--- config.mk ---
export PLATFORM = sky130hd
export DESIGN_NAME = digit_assembler_flat
export DESIGN_NICKNAME = d
export VERILOG_FILES = /design/src/rtl/digit_assembler_if.sv /design/src/rtl/digit_assembler.sv /design/src/flat_wrapper.sv
export SDC_FILE = /design/constraint.sdc
export NUM_CORES = 1
export LEC_CHECK = 0
export ABC_AREA = 1
export BUFFER_PORTS_ARGS = -buffer_cell sky130_fd_sc_hd__clkbuf_2
export CAP_MARGIN = 0
export CORE_UTILIZATION = 58
export CTS_BUF_LIST = sky130_fd_sc_hd__clkbuf_8
export DETAILED_ROUTE_END_ITERATION = 8
export GPL_ROUTABILITY_DRIVEN = 0
export HOLD_SLACK_MARGIN = 0.02
export PLACE_DENSITY = 0.91
export SETUP_SLACK_MARGIN = 0.2
export SYNTH_ARGS = -nofsm -noshare
export SYNTH_HDL_FRONTEND = slang
export SYNTH_SLANG_ARGS = --single-unit
--- constraint.sdc ---
create_clock -name i_clk -period 6.7 [get_ports i_clk]
set_clock_uncertainty 0.1 [all_clocks]
set_input_delay 1.34 -clock i_clk [delete_from_list [all_inputs] [get_ports i_clk]]
set_output_delay 1.34 -clock i_clk [all_outputs]
set_load 0.03 [all_outputs]
--- src/rtl/digit_assembler_if.sv ---
// Keypad-side event strobes and the assembled value/live-entry outputs
// of digit_assembler, bundled as one port.
interface digit_assembler_if;
    logic        i_digit_valid;
    logic [3:0]  i_digit;
    logic        i_neg;
    logic        i_back;
    logic        i_clear;
    logic        i_enter;
    logic [39:0] o_live_value;
    logic        o_live_sign;
    logic        o_live_err;
    logic [39:0] o_value;
    logic        o_sign;
    logic        o_valid;
    logic [2:0]  o_count;

    modport master (
        output i_digit_valid, i_digit, i_neg, i_back, i_clear, i_enter,
        input  o_live_value, o_live_sign, o_live_err, o_value, o_sign,
        input  o_valid, o_count
    );

    modport slave (
        input  i_digit_valid, i_digit, i_neg, i_back, i_clear, i_enter,
        output o_live_value, o_live_sign, o_live_err, o_value, o_sign,
        output o_valid, o_count
    );
endinterface

--- src/rtl/digit_assembler.sv ---
// Rebuilds a signed decimal number from keypad digit events. The live
// entry is shown while typing; enter commits it to o_value/o_sign with
// a one-cycle o_valid pulse.
module digit_assembler #(
    parameter int unsigned MAX_DIGITS = 6
) (
    input  logic               i_clk,
    input  logic               i_rst,
    digit_assembler_if.slave   bus
);

    typedef enum logic [1:0] {
        EMPTY,
        ENTRY,
        ERR
    } state_t;

    localparam logic [2:0] LIM_POS = 3'(MAX_DIGITS);
    localparam logic [2:0] LIM_NEG = 3'(MAX_DIGITS - 1);

    state_t      state;
    logic [19:0] mag;
    logic        sign;
    logic [2:0]  count;
    logic [19:0] value;
    logic        value_sign;
    logic        valid;

    logic [19:0] mag_times10_plus_d;
    logic [19:0] mag_div10;
    logic [2:0]  digit_limit;

    // Next-magnitude arithmetic for digit append and backspace.
    always_comb begin
        mag_times10_plus_d = {mag[16:0], 3'b000} + {mag[18:0], 1'b0}
                           + {16'd0, bus.i_digit};
        mag_div10          = mag / 20'd10;
        digit_limit        = sign ? LIM_NEG : LIM_POS;
    end

    // Entry state machine; strobes resolved by priority clear > enter >
    // back > neg > digit, with only the winner acted on.
    always_ff @(posedge i_clk or posedge i_rst) begin
        if (i_rst) begin
            state      <= EMPTY;
            mag        <= '0;
            sign       <= 1'b0;
            count      <= '0;
            value      <= '0;
            value_sign <= 1'b0;
            valid      <= 1'b0;
        end else begin
            valid <= 1'b0;
            if (bus.i_clear) begin
                state <= EMPTY;
                mag   <= '0;
                sign  <= 1'b0;
                count <= '0;
            end else if (state != ERR) begin
                if (bus.i_enter) begin
                    value      <= mag;
                    value_sign <= sign & (mag != '0);
                    valid      <= 1'b1;
                    state      <= EMPTY;
                    mag        <= '0;
                    sign       <= 1'b0;
                    count      <= '0;
                end else if (bus.i_back) begin
                    if (count != '0) begin
                        mag   <= mag_div10;
                        count <= count - 3'd1;
                        if (count == 3'd1) begin
                            state <= EMPTY;
                        end
                    end
                end else if (bus.i_neg) begin
                    // A positive full-width entry has no room for the minus sign.
                    if (sign || count != LIM_POS) begin
                        sign  <= ~sign;
                        state <= (count != '0 || !sign) ? ENTRY : EMPTY;
                    end
                end else if (bus.i_digit_valid) begin
                    if (bus.i_digit > 4'd9) begin
                        state <= ERR;
                    end else if (bus.i_digit == 4'd0 && mag == '0) begin
                        // Leading zero: nothing to record.
                    end else if (count < digit_limit) begin
                        mag   <= mag_times10_plus_d;
                        count <= count + 3'd1;
                        state <= ENTRY;
                    end
                end
            end
        end
    end

    assign bus.o_live_value = {20'd0, mag};
    assign bus.o_live_sign  = sign;
    assign bus.o_live_err   = (state == ERR);
    assign bus.o_value      = {20'd0, value};
    assign bus.o_sign       = value_sign;
    assign bus.o_valid      = valid;
    assign bus.o_count      = count;

endmodule

--- src/flat_wrapper.sv ---
// flat-port wrapper written by rule: the top's interface ports become plain ports
module digit_assembler_flat 
#(
    parameter int unsigned MAX_DIGITS = 6
)
  (i_clk, i_rst, bus_i_digit_valid, bus_i_digit, bus_i_neg, bus_i_back, bus_i_clear, bus_i_enter, bus_o_live_value, bus_o_live_sign, bus_o_live_err, bus_o_value, bus_o_sign, bus_o_valid, bus_o_count);
  digit_assembler_if bus_i ();
  input  logic i_clk;
  input  logic i_rst;
  input wire logic [$bits(bus_i.i_digit_valid)-1:0] bus_i_digit_valid;
  input wire logic [$bits(bus_i.i_digit)-1:0] bus_i_digit;
  input wire logic [$bits(bus_i.i_neg)-1:0] bus_i_neg;
  input wire logic [$bits(bus_i.i_back)-1:0] bus_i_back;
  input wire logic [$bits(bus_i.i_clear)-1:0] bus_i_clear;
  input wire logic [$bits(bus_i.i_enter)-1:0] bus_i_enter;
  output wire logic [$bits(bus_i.o_live_value)-1:0] bus_o_live_value;
  output wire logic [$bits(bus_i.o_live_sign)-1:0] bus_o_live_sign;
  output wire logic [$bits(bus_i.o_live_err)-1:0] bus_o_live_err;
  output wire logic [$bits(bus_i.o_value)-1:0] bus_o_value;
  output wire logic [$bits(bus_i.o_sign)-1:0] bus_o_sign;
  output wire logic [$bits(bus_i.o_valid)-1:0] bus_o_valid;
  output wire logic [$bits(bus_i.o_count)-1:0] bus_o_count;
  assign bus_i.i_digit_valid = bus_i_digit_valid;
  assign bus_i.i_digit = bus_i_digit;
  assign bus_i.i_neg = bus_i_neg;
  assign bus_i.i_back = bus_i_back;
  assign bus_i.i_clear = bus_i_clear;
  assign bus_i.i_enter = bus_i_enter;
  assign bus_o_live_value = bus_i.o_live_value;
  assign bus_o_live_sign = bus_i.o_live_sign;
  assign bus_o_live_err = bus_i.o_live_err;
  assign bus_o_value = bus_i.o_value;
  assign bus_o_sign = bus_i.o_sign;
  assign bus_o_valid = bus_i.o_valid;
  assign bus_o_count = bus_i.o_count;
  digit_assembler #(.MAX_DIGITS(MAX_DIGITS)) u_core (.i_clk(i_clk), .i_rst(i_rst), .bus(bus_i));
endmodule
* Yosys cells after proc, flatten, opt, wreduce, memory -nomap -nowiden
Cells that the tools add are included.
Storage, ports and cells: register bits after elaboration 48, input bits 11, output and inout bits 87, logic and storage cells 91
Operators by class: add/subtract/negate cells 4, div/mod/pow operators 1, order comparisons 2, equality and inequality tests 12, mux-type cells 43, bitwise logic cells 3, reductions and logical operators 19
Operators by type and width (count):
- 20-bit two-way mux | 10
- 3-bit two-way mux | 10
- 2-bit two-way mux | 13
- 20-bit adder | 1
- 20-bit by 4-bit adder with 20-bit output | 1
- 20-bit by 4-bit divider with 20-bit output (second input constant) | 1
- 20-bit zero test | 1
- 20-bit nonzero test | 1
- 7-bit AND reduction | 2
- 4-bit by 1-bit != test with 1-bit output (second input constant) | 3
- 1-bit two-way mux | 10
- 3-bit nonzero test | 3
- 4-bit != test (second input constant) | 2
- 4-bit nonzero test | 2
- 6-bit by 5-bit != test with 1-bit output (second input constant) | 1
- 6-bit nonzero test | 1
- 5-bit by 1-bit != test with 1-bit output (second input constant) | 1
- 5-bit nonzero test | 1
- 4-bit greater-than comparator (second input constant) | 1
- 4-bit zero test | 1
- 4-bit AND reduction | 1
- 3-bit by 1-bit adder with 3-bit output (second input constant) | 1
- 3-bit by 1-bit equality test with 1-bit output (second input constant) | 1
- 3-bit < comparator | 1
- 12 further kinds | 14

* Longest topological paths before layout
depth in word-level cells 11, mapped depth 77, gate-level depth less buffers 77

* Worst setup path after synthesis
OpenSTA, ideal clock, no wires.
kind register -> register, from register u_core.mag[17], to register u_core.mag[0], library setup time 0.117 ns, arrival 5.413 ns, slack 1.070 ns, cell stages (with the launch flop) 67, cell sequence dfrtp_1 > inv_2 > nand3_1 > nand3_2 > nand2_2 > nand3_2 > nand2_2 > nand2_1 > nand2_2 > nand3_1 > nand2_1 > nand2_1 > nand2_2 > nand3_1 > nand3_2 > nand2_2 > nand2_2 > nand2_1 > (+31 left out) > nand2_4 > nand2_2 > nand2_2 > a21o_1 > nand2_2 > nand2_2 > nand2_2 > nand2_2 > nand2_1 > nand2_2 > inv_2 > nand2_1 > nand3_1 > nand2_1 > nand2_1 > nand3_1 > nand2_1 > nand2_1
Between the ends: word-level cells in the longest chain between the ends 6, elaborated cells between the ends (all ways) 10, classes of those cells div: 1; eq/ne: 1; mux: 5; reduce/logical: 3
Ends and longest elaborated chain:
- start, declared | line digit_assembler.sv:22 | logic [19:0] mag;
- start signal, assigned | line digit_assembler.sv:70 | mag <= mag_div10;
- start signal, assigned | line digit_assembler.sv:88 | mag <= mag_times10_plus_d;
- 20-bit by 4-bit divider with 20-bit output | line digit_assembler.sv:37 | mag_div10 = mag / 20'd10;
- 20-bit two-way mux | line digit_assembler.sv:69 | if (count != '0) begin
- 20-bit two-way mux | line digit_assembler.sv:68 | end else if (bus.i_back) begin
- 20-bit two-way mux | line digit_assembler.sv:60 | if (bus.i_enter) begin
- 20-bit two-way mux | line digit_assembler.sv:59 | end else if (state != ERR) begin
- 20-bit two-way mux | line digit_assembler.sv:54 | if (bus.i_clear) begin
Several ways; a longest one is shown, not always the timed one. The select of a mux whose other input is x is not followed. A chain may end at the register's enable or synchronous reset.

* Worst setup path after layout
Ends and elaborated chain as after synthesis.

==> results.toml <==
[outcome]
status = "completed"

[min_path]
hp-class = "reg2reg"

[sta]
max-slew-margin-rel = 0.234
layout_min_cycle_time_ps = 6610
timing.final.max_slew_violations = 0
layout_worst_path_cycle_share = 0.987
timing.final.setup_violations = 0
fmax_mhz = 151
tightestPinTransition_ps = 1150
grt_setup_unrepaired = "yes"
hold_viol = 0

[final_layout]
area_growth_pct = 20.5
final_area_sq_um = 5770
final-seq-area_sq_um = 1200
total_area_of_multi_input_combinational_cells_sq_um = 3460
fill_cells = 548
drive_above_1_share = 0.333
insertedDiodeCount = 0
nNetsFinal = 824

[route]
uppermost_signal_routing_layer_after_detailed_routing = "met4"
met2WireLength_mm = 7.19
routed-wl-met3_um = 825
dr.first_iter.drc_count = 314
drtAntennaViolNets = 0
post_drt_wl_per_cell_um = 15.7
drt_first_pass_iters = 5
routed_via_density = 5.78
postRouteWirelength_mm = 13.7
via_count = 5048
post-route-drc-count = 0
met1Wirelength_mm = 5.18

[synthesis]
synth_compound_area_frac = 0.140
register_area_share_after_synthesis = 0.251
largest_family_of_logic_cells_by_synthesized_area = "simple AND/OR/NAND/NOR gates"
synthSimpleGateAreaFrac = 0.335
syn_area_sq_um = 4790
average_footprint_of_a_synthesized_cell_sq_um = 6.92
yosys-top-cells-count = "141 x nand2_1, 79 x inv_1, 70 x nand3_1"
yosys.cell_count.top_type = "nand2_1"
synth_seq_cells = 48
synth.largest_area_cell = "dfrtp_1"
post_synth_xor_area_fraction = 0.0128
netlist_top_cells_area = "dfrtp_1 25%, nand2_1 11%, ha_1 10%, nand3_1 7.3%, buf_4 6.3%"
adder_and_majority_cell_fraction_of_the_synthesized_area = 0.113
synthesis.instances = 692
number_of_enable_type_register_cells_in_the_synthesized_netlist = 0
synth_async_sr_flop_share = 1.00
synth.yosys.warnings = 0
post_synth_mux_area_share = 0
synth_top_cell_area_share = 0.251
synth_flop_cell = "dfrtp_1"
yosys.cell_types.count = 40

[placed_design]
io_buffer_count = 57
dpl-instance-area_sq_um = 5010
place_hpwl_mm = 8.47

[cts]
cts_tree = "yes"
htreeDepth = 2
clock_tree.root_cell = "clkbuf_8"
worst_setup_hold_path_clk_slew_ps = 100
clock_latency_ps = 310
numCtsBuffers = 5
cts_hold_buffers = 0
clock_tree.buffer_depth = 2
cts_num_sinks = 48

[worst_setup_path]
criticalPathCategory = "reg2reg"
cp_max_fo = 6
critPathMaxStageDelay_ps = 470
worst_setup_path_start_kind = "flip-flop"
worst_path_most_repeated_cell = "nand2_2"
endpoint_kind = "flip-flop"
timing.critical_path.slowest_stage_cell = "dfrtp_2"
cp_data_arrival_time_ps = 6730
critical_path_required_ps = 6820

[grt]
largest_net_degree_at_the_start_of_global_routing = 49
gr-total-overflow = 0
grt_first_pass_wirelength_mm = 19.0
grt_util_all_layers = 0.267
grt_pass1_vias = 4426
number_of_antenna_violations_at_the_first_check_in_global_routing = 0

[floorplan]
core.rowCount = 32
ioPinCount = 98
chipHeight_um = 92.9
core-area_sq_um = 7850
die_x_um = 92.9
initial_cell_density_of_the_core = 0.610
design.die.area_sq_um = 8620

[flow_run]
max_cap_violations = 0
[metrics by stage]
| stage | utilization | hold slack [ps] | setup WS (ps) | std cells | TNS (ps) |
|---|---|---|---|---|---|
| after global placement | 0.639 | 357 | 885 | 840 | 0 |
| after global routing | 0.735 | 411 | -346 | 874 | -551 |
| after detailed placement | 0.639 | 358 | 456 | 840 | 0 |
| after CTS | 0.651 | 383 | 421 | 848 | 0 |
| after floorplan | - | 370 | 1070 | 731 | 0 |
| final | 0.735 | 381 | 87.2 | 874 | 0 |
[cells by family after synthesis]
kind of cell,Yosys count
compound gates,118
xor+xnor,7
fa+ha+maj,42
buf+inv,148
flops,48
other cells,1
simple gates,328
[final cells by class]
| type | count | area share |
|---|---|---|
| multi-input cells | 535 | 0.600 |
| clock inverters | 3 | 0.00412 |
| clock buffers | 5 | 0.0119 |
| well taps | 102 | 0.0221 |
| flip-flops and latches | 48 | 0.209 |
| inverters | 97 | 0.0651 |
| repair buffers | 84 | 0.0874 |
[metal layers]
layer,global-route usage,vias up
li1,-,2357
met1,0.311,2370
met3,0.0378,61
met5,0,-
met2,0.490,260
met4,0.0987,0
[flip-flops by register name, indices dropped and copies added, names as in the netlist]
register,count
u_core.bus.o_count,3
u_core.bus.o_live_sign,1
u_core.bus.o_sign,1
u_core.bus.o_valid,1
u_core.mag,20
u_core.state,2
u_core.value,20
[critical path: cells and delay by family, from the launching register on]
kind,cells,cell delay [ps]
buffers and inverters,11,880
and+or+nand+nor,57,4620
AOI/OAI and AO/OA,2,380
DFF,1,470
[timing repair]
item,in CTS,in global routing
setup endpoints to repair,0,3
buffers inserted,0,26
gates resized for setup,0,119
[worst paths after layout]
path	cells after the start	slack [ps]	endpoint	from
setup / recovery	70	90	u_core.mag[0]	u_core.mag[17]
hold / removal	2	380	u_core.value[0]	u_core.value[0]
setup reg to reg	70	90	u_core.mag[0]	u_core.mag[17]
hold reg to reg	2	380	u_core.value[0]	u_core.value[0]
max in group asynchronous	2	4610	u_core.mag[16]	i_rst
min in group asynchronous	2	1160	u_core.value[1]	i_rst
[placed cells by master, fill, tap and decap left out, types with 8 or more instances in the layout]
cell type and count:
a21oi_1 29, buf_4 25, clkbuf_2 57, conb_1 40
dfrtp_1 45, ha_1 40, inv_1 70, inv_2 23
nand2_1 107, nand2_2 52, nand2_4 36, nand3_1 51
nand3_2 20, nand3_4 9, nor2_1 26, o21ai_0 47
o22ai_1 14, or2_2 8
Power is not shown: default switching activity piles up to over one toggle a cycle in this logic, so the estimate is an artifact.
